### config.mk
export PLATFORM = sky130hd
export DESIGN_NAME = multiplier2
export DESIGN_NICKNAME = d
export VERILOG_FILES = /design/src/rtl/multiplier2.sv
export SDC_FILE = /design/constraint.sdc
export NUM_CORES = 1
export LEC_CHECK = 0
export ABC_AREA = 1
export BUFFER_PORTS_ARGS = -buffer_cell sky130_fd_sc_hd__clkbuf_2
export CORE_ASPECT_RATIO = 0.9
export CORE_UTILIZATION = 53
export DETAILED_ROUTE_END_ITERATION = 10
export GPL_TIMING_DRIVEN = 0
export PLACE_DENSITY_LB_ADDON = 0.08
export SETUP_SLACK_MARGIN = 0.02
export SYNTH_ARGS = -nofsm -noshare
export SYNTH_HDL_FRONTEND = slang
export SYNTH_SLANG_ARGS = --single-unit
### constraint.sdc
create_clock -name clk -period 1.5 [get_ports clk]
set_input_delay 0.15 -clock clk [delete_from_list [all_inputs] [get_ports clk]]
set_output_delay 0.15 -clock clk [all_outputs]
set_load 0.05 [all_outputs]
### src/rtl/multiplier2.sv
// rtl/multiplier2.sv - sequential shift-add multiplier, one result per WIDTH+2 cycles
// Optional signed support is compiled in with `define MULT2_SIGNED_EN.
module multiplier2 #(
    parameter int WIDTH = 8,
    parameter int CNT_W = $clog2(WIDTH + 1)
) (
    input  logic               clk,
    input  logic               rst_n,
    input  logic               start,
    input  logic [WIDTH-1:0]   A,
    input  logic [WIDTH-1:0]   B,
`ifdef MULT2_SIGNED_EN
    input  logic               signed_mode,
`endif
    output logic [2*WIDTH-1:0] Product,
    output logic               ready,
    output logic               done
);

    localparam logic [1:0] S_IDLE = 2'd0;
    localparam logic [1:0] S_CALC = 2'd1;
    localparam logic [1:0] S_FIN  = 2'd2;

    localparam logic [CNT_W-1:0] LAST_STEP = CNT_W'(WIDTH - 1);

    logic [1:0]         state;
    logic [CNT_W-1:0]   cnt;
    logic [2*WIDTH-1:0] acc;
    logic [2*WIDTH-1:0] mcand;
    logic [WIDTH-1:0]   mplier;
    logic [WIDTH-1:0]   a_mag;
    logic [WIDTH-1:0]   b_mag;
    logic [2*WIDTH-1:0] result;

`ifdef MULT2_SIGNED_EN
    logic neg_q;

    // Magnitudes stay unsigned in WIDTH bits, so -2^(WIDTH-1) maps to 2^(WIDTH-1).
    always_comb begin
        a_mag = A;
        b_mag = B;
        if (signed_mode && A[WIDTH-1]) begin
            a_mag = (~A) + {{(WIDTH-1){1'b0}}, 1'b1};
        end
        if (signed_mode && B[WIDTH-1]) begin
            b_mag = (~B) + {{(WIDTH-1){1'b0}}, 1'b1};
        end
    end

    always_comb begin
        result = acc;
        if (neg_q) begin
            result = (~acc) + {{(2*WIDTH-1){1'b0}}, 1'b1};
        end
    end

    always_ff @(posedge clk or negedge rst_n) begin
        if (!rst_n) begin
            neg_q <= 1'b0;
        end else if (state == S_IDLE && start) begin
            neg_q <= signed_mode & (A[WIDTH-1] ^ B[WIDTH-1]);
        end
    end
`else
    always_comb begin
        a_mag  = A;
        b_mag  = B;
        result = acc;
    end
`endif

    assign ready = (state == S_IDLE);

    always_ff @(posedge clk or negedge rst_n) begin
        if (!rst_n) begin
            state   <= S_IDLE;
            cnt     <= '0;
            acc     <= '0;
            mcand   <= '0;
            mplier  <= '0;
            Product <= '0;
            done    <= 1'b0;
        end else begin
            done <= 1'b0;
            case (state)
                S_IDLE: begin
                    if (start) begin
                        acc    <= '0;
                        cnt    <= '0;
                        mcand  <= {{WIDTH{1'b0}}, a_mag};
                        mplier <= b_mag;
                        state  <= S_CALC;
                    end
                end
                S_CALC: begin
                    if (mplier[0]) begin
                        acc <= acc + mcand;
                    end
                    mcand  <= mcand << 1;
                    mplier <= mplier >> 1;
                    cnt    <= cnt + CNT_W'(1);
                    if (cnt == LAST_STEP) begin
                        state <= S_FIN;
                    end
                end
                S_FIN: begin
                    Product <= result;
                    done    <= 1'b1;
                    state   <= S_IDLE;
                end
                default: begin
                    state <= S_IDLE;
                end
            endcase
        end
    end

endmodule

==> results of run 1 <==
==> power by group <==
| group | internal, mW | leakage, nW | total [mW] | switching, mW |
|---|---|---|---|---|
| Sequential | 2.40 | 0.795 | 3.00 | 0.594 |
| Clock | 0.626 | 0.0850 | 1.25 | 0.628 |
| Combinational | 2.35 | 1.37 | 6.03 | 3.68 |
==> area by class of cell <==
cell class	instances	area, µm²
clock buffers	11	141
flip-flops and latches	63	1580
inverters	68	260
multi-input cells	294	1890
plain buffers	9	60.1
repair buffers	52	317
clock inverters	4	22.5
fillers	494	1770
well taps	87	109
==> worst max-delay path, cell delays in order, from the launching register on <==
cell	delay [ns]
dfrtp_1	0.43
ha_4	0.34
nand2_4	0.07
nor2_4	0.13
nand3_4	0.09
nand2_4	0.11
nand2_2	0.07
nand2_1	0.07
nand2_1	0.06
nand3_2	0.07
nand2_1	0.05
==> cell families after synthesis <==
kind of cell | Yosys count
AO/OA/AOI/OAI | 55
XOR/XNOR | 3
adder cells (fa/ha/maj) | 17
buffers and inverters | 77
flip-flops | 63
AND/OR/NAND/NOR | 219
==> cells in the final DEF (no fill, tap or decap), drive strengths merged, types with 2 or more instances in the layout <==
master	instances
nand2	166
inv	68
dfrtp	63
clkbuf	47
buf	24
nor2	22
nand3	21
o21ai	18
ha	16
o22ai	11
a21oi	9
o211ai	6
a22oi	5
o221ai	4
nor3	3
nand3b	3
clkinv	3
or2	2
xor2	2
==> worst max-delay path by stage <==
stage,cells after the start,start,to,slack (ns)
after detailed placement,10,mcand[3],acc[15],-0.21
final,10,mcand[3],acc[15],-0.11
after floorplan,11,mcand[0],acc[8],0.02
after global routing,10,acc[8],acc[15],-0.22
after global placement,10,mcand[3],acc[15],-0.16
after CTS,11,mcand[0],acc[14],-0.09
==> routing by layer <==
layer  GRT usage  vias up  wire (µm)
met2       0.432       67       3900
met1       0.338     1431       3800
met5           0        -          0
met4      0.0950        0        227
met3      0.0585       22        287
li1            -     1501          -
==> through the flow <==
step                      std cells   util  instance area (µm²)  setup TNS, ns
after floorplan                 434      -                 3420              0
after global placement          557  0.604                 3710          -5.24
after detailed placement        557  0.604                 3720          -1.16
after CTS                       586  0.686                 4220         -0.550
after global routing            588  0.712                 4380          -1.66
final                           588  0.712                 4380         -0.800
==> registers in the layout (all words and copies together) (netlist names) <==
name,count
Product,16
acc,16
mcand,16
mplier,8
cnt,4
state,2
done,1
==> timing repair <==
action                     in CTS  in global routing
setup endpoints to repair      11                 14
hold endpoints to repair       63                  0
resized for setup              41                 36
buffers inserted               13                  3
pin swaps                      16                 14
hold buffers                    1                  0
==> summary by stage, run 1 <==
Logic synthesis
The xor and xnor area share after synthesis is 0.00777. The area fraction in compound gates after synthesis is 0.101. Counting flops and latches in the post-synthesis netlist gives 63. The number of nets in the synthesized netlist is 470. The multiplexer share of the synthesized area is 0. Of the synthesized area, sequential elements account for 0.466. The largest family of logic cells by synthesized area is simple AND/OR/NAND/NOR gates. The most repeated cell in the gate-level netlist after synthesis is nand2_1. The warning count from the yosys run is 0. The library cell occupying the most area in the post-synthesis netlist is dfrtp_1. The async set or reset register ratio after synthesis is 1.00. The synthesized instance count is 434. The portion of synthesized cell area occupied by the leading cell type is 0.466.

Counting flops with a built-in enable in the synthesized netlist gives 0. The area share of and/or/nand/nor cells after synthesis is 0.266. The flip-flop cell with the highest count after synthesis is dfrtp_1. The total standard cell area after synthesis is 3380 µm².

Counting instances in the post-synthesis netlist gives the leading cell types as nand2_1, inv_1, dfrtp_1. The adder-cell share of the synthesized area is 0.0651. By area the synthesized netlist is led by dfrtp_1, nand2_1, inv_1. The number of distinct library cells after synthesis is 30. A synthesized cell averages 7.79 µm².

Placement
The detailed placer's ending HPWL is 5240 µm. The number of port buffers is 36. The last weighted congestion value of the routability-driven placer is 0.870. The setup slack at placement is -0.206 ns.

Timing
Setup repair after global routing could not meet its margin everywhere. Clock skew on the completed layout was measured at 0.00844 ns. The transition time of the tightest slew-check pin is 0.864 ns.

The number of hold violations in the final report is 0. Dividing the final minimum period by the clock period gives 1.08. Measured against its own limit, the worst slew margin works out to 0.424. The number of pins with negative max-slew slack in the final report is 0.

Based on the critical path, the design can be clocked at up to 620 MHz. The clock period minus worst slack is 1.61 ns. The count of final setup violators is 12. The tightest hold path in the finished design has a slack of 0.00831 ns.

Once routing completed, OpenROAD measured the worst setup slack at -0.113 ns.

Drt
After detailed routing, the total wire length is 8220 µm. The number of detailed-route iterations in the first pass is 4. The number of antenna-violating nets in the routed design is 0. The first routing iteration left 128 violations. After detailed routing, the average wire length per cell comes to 14.0 µm. The via density per instance is 5.14. The post-detailed-route DRC marker count is 0. For this block, the via count after detailed routing is 3,021.

Pwr
The power density over the cells is 2350 nW/µm². The analysis attributes to cell leakage a power of 2.25 nW. The worst-case IR drop observed on VDD is 1.15 mV. Summing internal, switching and leakage power gives 10.3 mW.

Floorplan
The die covers 6700 µm². The height of the chip is 77.8 µm. The placement row count is 27. In this run the standard cell core region covers 6150 µm².

The die extent in x is 86.2 µm. The number of placed I/O pins is 37. For this configuration, the core starts out at a cell density of 0.550.

Clocking
The latest clock arrival within the worst-skew pair is 0.34 ns. After clock tree synthesis, the clock-pin slew on the worst setup and hold paths is 0.07 ns. Buffers inserted during clock tree synthesis total 9. The TritonCTS clock tree is done. The clock tree buffer depth is 2. The number of H-tree branching levels is 3. The root buffer cell is clkbuf_8.

The number of sinks driven by the clock tree is 63.

Global routing
The wire length of the first global-routing pass is 13,500 µm. In the global route stage, overall resource usage came out at 0.262. The number of antenna violations at the first check in global routing is 0. Entering global routing, the biggest net connects 64 pins. The via count of the first global-routing pass is 2,931. Global routing finished with a remaining overflow of 0.

Setup path
The startpoint of the worst-slack reg-to-reg timing path is mcand[3]. The critical path data arrival time is 1.85 ns. The slack of the worst reg-to-reg path is -0.11 ns. For the worst flop-to-flop path, the logic depth is 10. The maximum fanout along the worst path is 5. The worst setup path is launched from a register. STA classifies the critical path endpoint as a register. The critical path required time is 1.73 ns. In this run the critical register-to-register path is captured at acc[15]. The critical path class is register to register.

Hold path
The path with the worst hold slack has its endpoint at mplier[7]. The worst hold path was traced through 3 stages. The tightest min-delay check is of the input pin to register type. In this run the most critical hold path is launched from B[7].

Layout
Of the cells placed in the final design, the portion with a size suffix greater than 1 is 0.297. In the final design database the tool counted 533 nets. Compared with the post-synthesis result, the final layout area differs by 29.5%. The repair_antennas step left the layout with diodes totalling 0.

Status
The run finished, with violations left. The final reports fail on setup timing.

Flow run
Across the run, the number of max-cap violations was 0.
Note: power is estimated with default switching activity, not from simulation.
==> run 2: changes to the inputs <==
--- a/config.mk
+++ b/config.mk
@@ -11,7 +11,8 @@
 export CORE_UTILIZATION = 53
 export DETAILED_ROUTE_END_ITERATION = 10
 export GPL_TIMING_DRIVEN = 0
-export PLACE_DENSITY_LB_ADDON = 0.08
+export PLACE_DENSITY = 0.78
+export REMOVE_ABC_BUFFERS = 1
 export SETUP_SLACK_MARGIN = 0.02
 export SYNTH_ARGS = -nofsm -noshare
 export SYNTH_HDL_FRONTEND = slang
==> run 2 against run 1 <==
  * Core utilization up 2.1 points
  * Routed wire length up 5.7%
  * The flow still finishes with violations (setup timing)
  * Clock-buffer cell count down 1
  * First-iteration DRC count up 55%
  * Cell count up 1.7%
  * Die area unchanged
  * Via count up 4.0%
==> summary by stage, run 2 (synthesized netlist as in run 1, its figures left out) <==
Setup path
The startpoint of the worst-slack reg-to-reg timing path is mcand[0]. The worst register-to-register path ends at acc[8]. The cell with the biggest individual delay on the critical path is dfrtp_1. The worst setup path is captured at a register. The start point of the critical path is mcand[0]. The maximum fanout along the worst path is 4 (-1). The startpoint class of the critical path is a register. Following the worst setup path forward leads to its endpoint at acc[8]. The critical path data arrival time is 1.88 ns (+0.03 ns). The maximum single-stage delay on the critical path was 0.36 ns (-0.07 ns).

The signal on the critical path passes through ha_2 > inv_2 > fa_2 > inv_2 > nand3_2 > nand3_4 > nand2_2 > nand3_2 > nand2_1 > nand2_1 > o21ai_1. The worst-case reg-to-reg path depth is 11 (+1). The critical path required time was 1.73 ns (about the same). The slack of the worst reg-to-reg path is -0.14 ns (-0.03 ns). The critical path in this run is classified as register to register.

Layout
The final-layout fill cell count is 409 (-17%). The filler-free cell count of the finished design is 598 (+1.7%). The area growth from synthesis to layout is 33.3%. The final standard cell utilization of the core was 0.733 (+0.0206). In the final layout, the registers with the most flip-flops are Product: 16 flops, acc: 16 flops, mcand: 16 flops. The share of layout cells above drive strength 1 is 0.311 (+0.0137).

The number of nets at the end of the flow is 542 (+1.7%). The library cell used most frequently in the layout, excluding fill and tap cells, is nand2_1. The top cell types in the final layout, fill and taps aside, are nand2_1, dfrtp_1, inv_1.

The design area is 4510 µm² (+2.9%). The count of inserted antenna diode cells is 0 (unchanged).

Timing
The final-layout setup total negative slack was -1.08 ns (-0.275 ns). The number of hold violations in the final report is 0 (unchanged). The final clock skew is 0.0111 ns (+0.00270 ns).

The highest achievable clock rate is 608 MHz (-1.9%). The clock period minus worst slack is 1.64 ns (+0.0314 ns). The worst setup slack after layout is -0.145 ns (-0.0314 ns).

The transition time of the tightest slew-check pin was 0.837 ns (-0.0265 ns). The worst hold-check slack came to 0.0148 ns (+0.00649 ns). The worst slew margin relative to its limit is 0.442 (+0.0177).

The final clock period utilization by the worst path is 1.10 (+0.0209). Setup repair after global routing could not meet its margin everywhere. The number of pins with negative max-slew slack in the final report is 0 (unchanged). The count of final setup violators is 13 (+1).

Floorplan
The starting density of the core came to 0.550 (unchanged). The height of the chip is 77.8 µm (unchanged). The area inside the core boundary is 6150 µm² (unchanged). The placement row count is 27 (unchanged).

The area of the die came to 6700 µm² (unchanged). The number of placed I/O pins is 37 (unchanged). The die extent in x is 86.2 µm (unchanged).

Drt
The via total after detailed routing is 3,141 (+4.0%). The post-detailed-route DRC marker count came to 0 (unchanged). The number of antenna-violating nets in the routed design is 0 (unchanged). The final wirelength was 8690 µm (+5.7%). The via density per instance is 5.25 (+2.2%). The routed length per placed instance is 14.5 µm (+3.9%). The DRC marker count from the first detailed-route iteration is 198 (+55%). The number of detailed-route iterations in the first pass is 5 (+1).

Global routing
The pin count of the biggest net entering global routing was 64 (unchanged). The via count of the first global-routing pass is 2,975 (+1.5%). The wire length of the first global-routing pass came to 13,500 µm (unchanged). The total routing resource utilization after global routing is 0.266 (+0.00372). The number of antenna violations at the first check in global routing came to 0 (unchanged). The sum of overflow across all layers after global routing is 0 (unchanged).

Clocking
The latest clock arrival within the worst-skew pair is 0.36 ns (+0.02 ns). The total CTS buffers is 9 (unchanged). The number of H-tree branching levels is 3 (unchanged). TritonCTS built the clock tree. The number of sinks driven by the clock tree is 63 (unchanged).

The post-CTS clock slew at the launch and capture registers of the worst setup and hold paths is 0.07 ns (about the same). The root buffer cell chosen for the clock tree is clkbuf_8. The clock tree buffer depth came to 2 (unchanged).

Placement
The last weighted congestion value of the routability-driven placer is 0.897 (+3.1%). The placed cell count came to 548 (-1.6%). The setup slack at placement is -0.562 ns (-0.356 ns). The total placed instance area was 3610 µm² (-2.8%).

The number of port buffers came to 36 (unchanged). The detailed placer's ending HPWL is 4810 µm (-8.3%).

Hold path
The path class of the tightest hold or removal check is input pin to register.

Pwr
The part of the total power dissipated in the clock network is 0.136 (+0.014). The fraction of power consumed by combinational cells came to 0.581 (-0.005). The fraction of power spent switching nets came to 0.474 (-0.00295). The total power is 10.7 mW (+3.9%). The switching power was 5.06 mW (+3.2%). The relative contribution of sequential cells to total power is 0.283 (-0.009). The internal power is 5.62 mW (+4.4%). The cell leakage power was 2.30 nW (+1.9%). The worst supply voltage drop on vdd is 1.18 mV (+2.7%). The power density over the cells is 2370 nW/µm² (+0.94%).

Flow run
The number of maximum-capacitance violations came to 0 (unchanged).

Status
The final reports fail on setup timing. The run finished, with violations left.
==> run 2: changes by cell type in the layout (fill, tap and decap cells not counted), sizes merged <==
cell / change
buf: +3
bufinv: +1
clkbuf: -1
clkinv: +1
clkinvlp: +1
dlygate4sd3: +6
inv: -1
==> run 2: power by group through the flow <==
| stage | registers [mW] | clock network (mW) | logic (mW) |
|---|---|---|---|
| 4_1_cts | 2.99 | 1.46 | 5.49 |
| 2_1_floorplan | 3.38 | 0 | 2.80 |
| 3_3_place_gp | 2.87 | 0 | 4.18 |
| 3_5_place_dp | 2.90 | 0 | 4.33 |
| 5_1_grt | 3.09 | 1.53 | 6.76 |
| 6_report | 3.02 | 1.45 | 6.20 |
==> run 2: area by class of cell <==
cell class              count  area [µm²]  area share
multi-input cells         294        1890       0.419
clock inverters             6        61.3      0.0136
well taps                  87         109      0.0242
flip-flops and latches     63        1580       0.350
repair buffers             70         470       0.104
clock buffers              10         128      0.0283
inverters                  68         272      0.0602
==> run 2: worst min-delay path by stage <==
stage	start	to	slack [ns]	cells past startpoint
after floorplan	rst_n	Product[0]	-0.15	0
after global placement	A[0]	mcand[0]	0.36	3
after detailed placement	rst_n	Product[4]	0.33	1
after CTS	B[3]	mplier[3]	0.01	3
after global routing	B[5]	mplier[5]	0.02	3
final	B[3]	mplier[3]	0.01	3
==> run 2: per-layer routing <==
layer  vias to the layer above  routed length (µm)  share of wire  track usage
li1                       1529                   -              -            -
met1                      1446                3720           0.43        0.327
met2                       139                4200           0.48        0.443
met3                        27                 544          0.063       0.0798
met4                         0                 219          0.025       0.0917
met5                         -                   0              0            0
==> run 2: worst max-delay path, delay by kind of cell (launching register included) <==
kind / cells / cell delay (ns)
DFF: 1 / 0.36
buffers and inverters: 2 / 0.13
adders and majority gates: 2 / 0.51
AOI/OAI and AO/OA: 1 / 0.07
and+or+nand+nor: 6 / 0.44
==> run 2: repair_timing <==
item                                   in CTS  in global routing
setup endpoints to repair                  44                 32
pin swaps                                  21                 24
resized for setup                          62                 34
endpoints found under the hold margin      69                  0
setup buffers                              19                  8
hold buffers                                7                  0
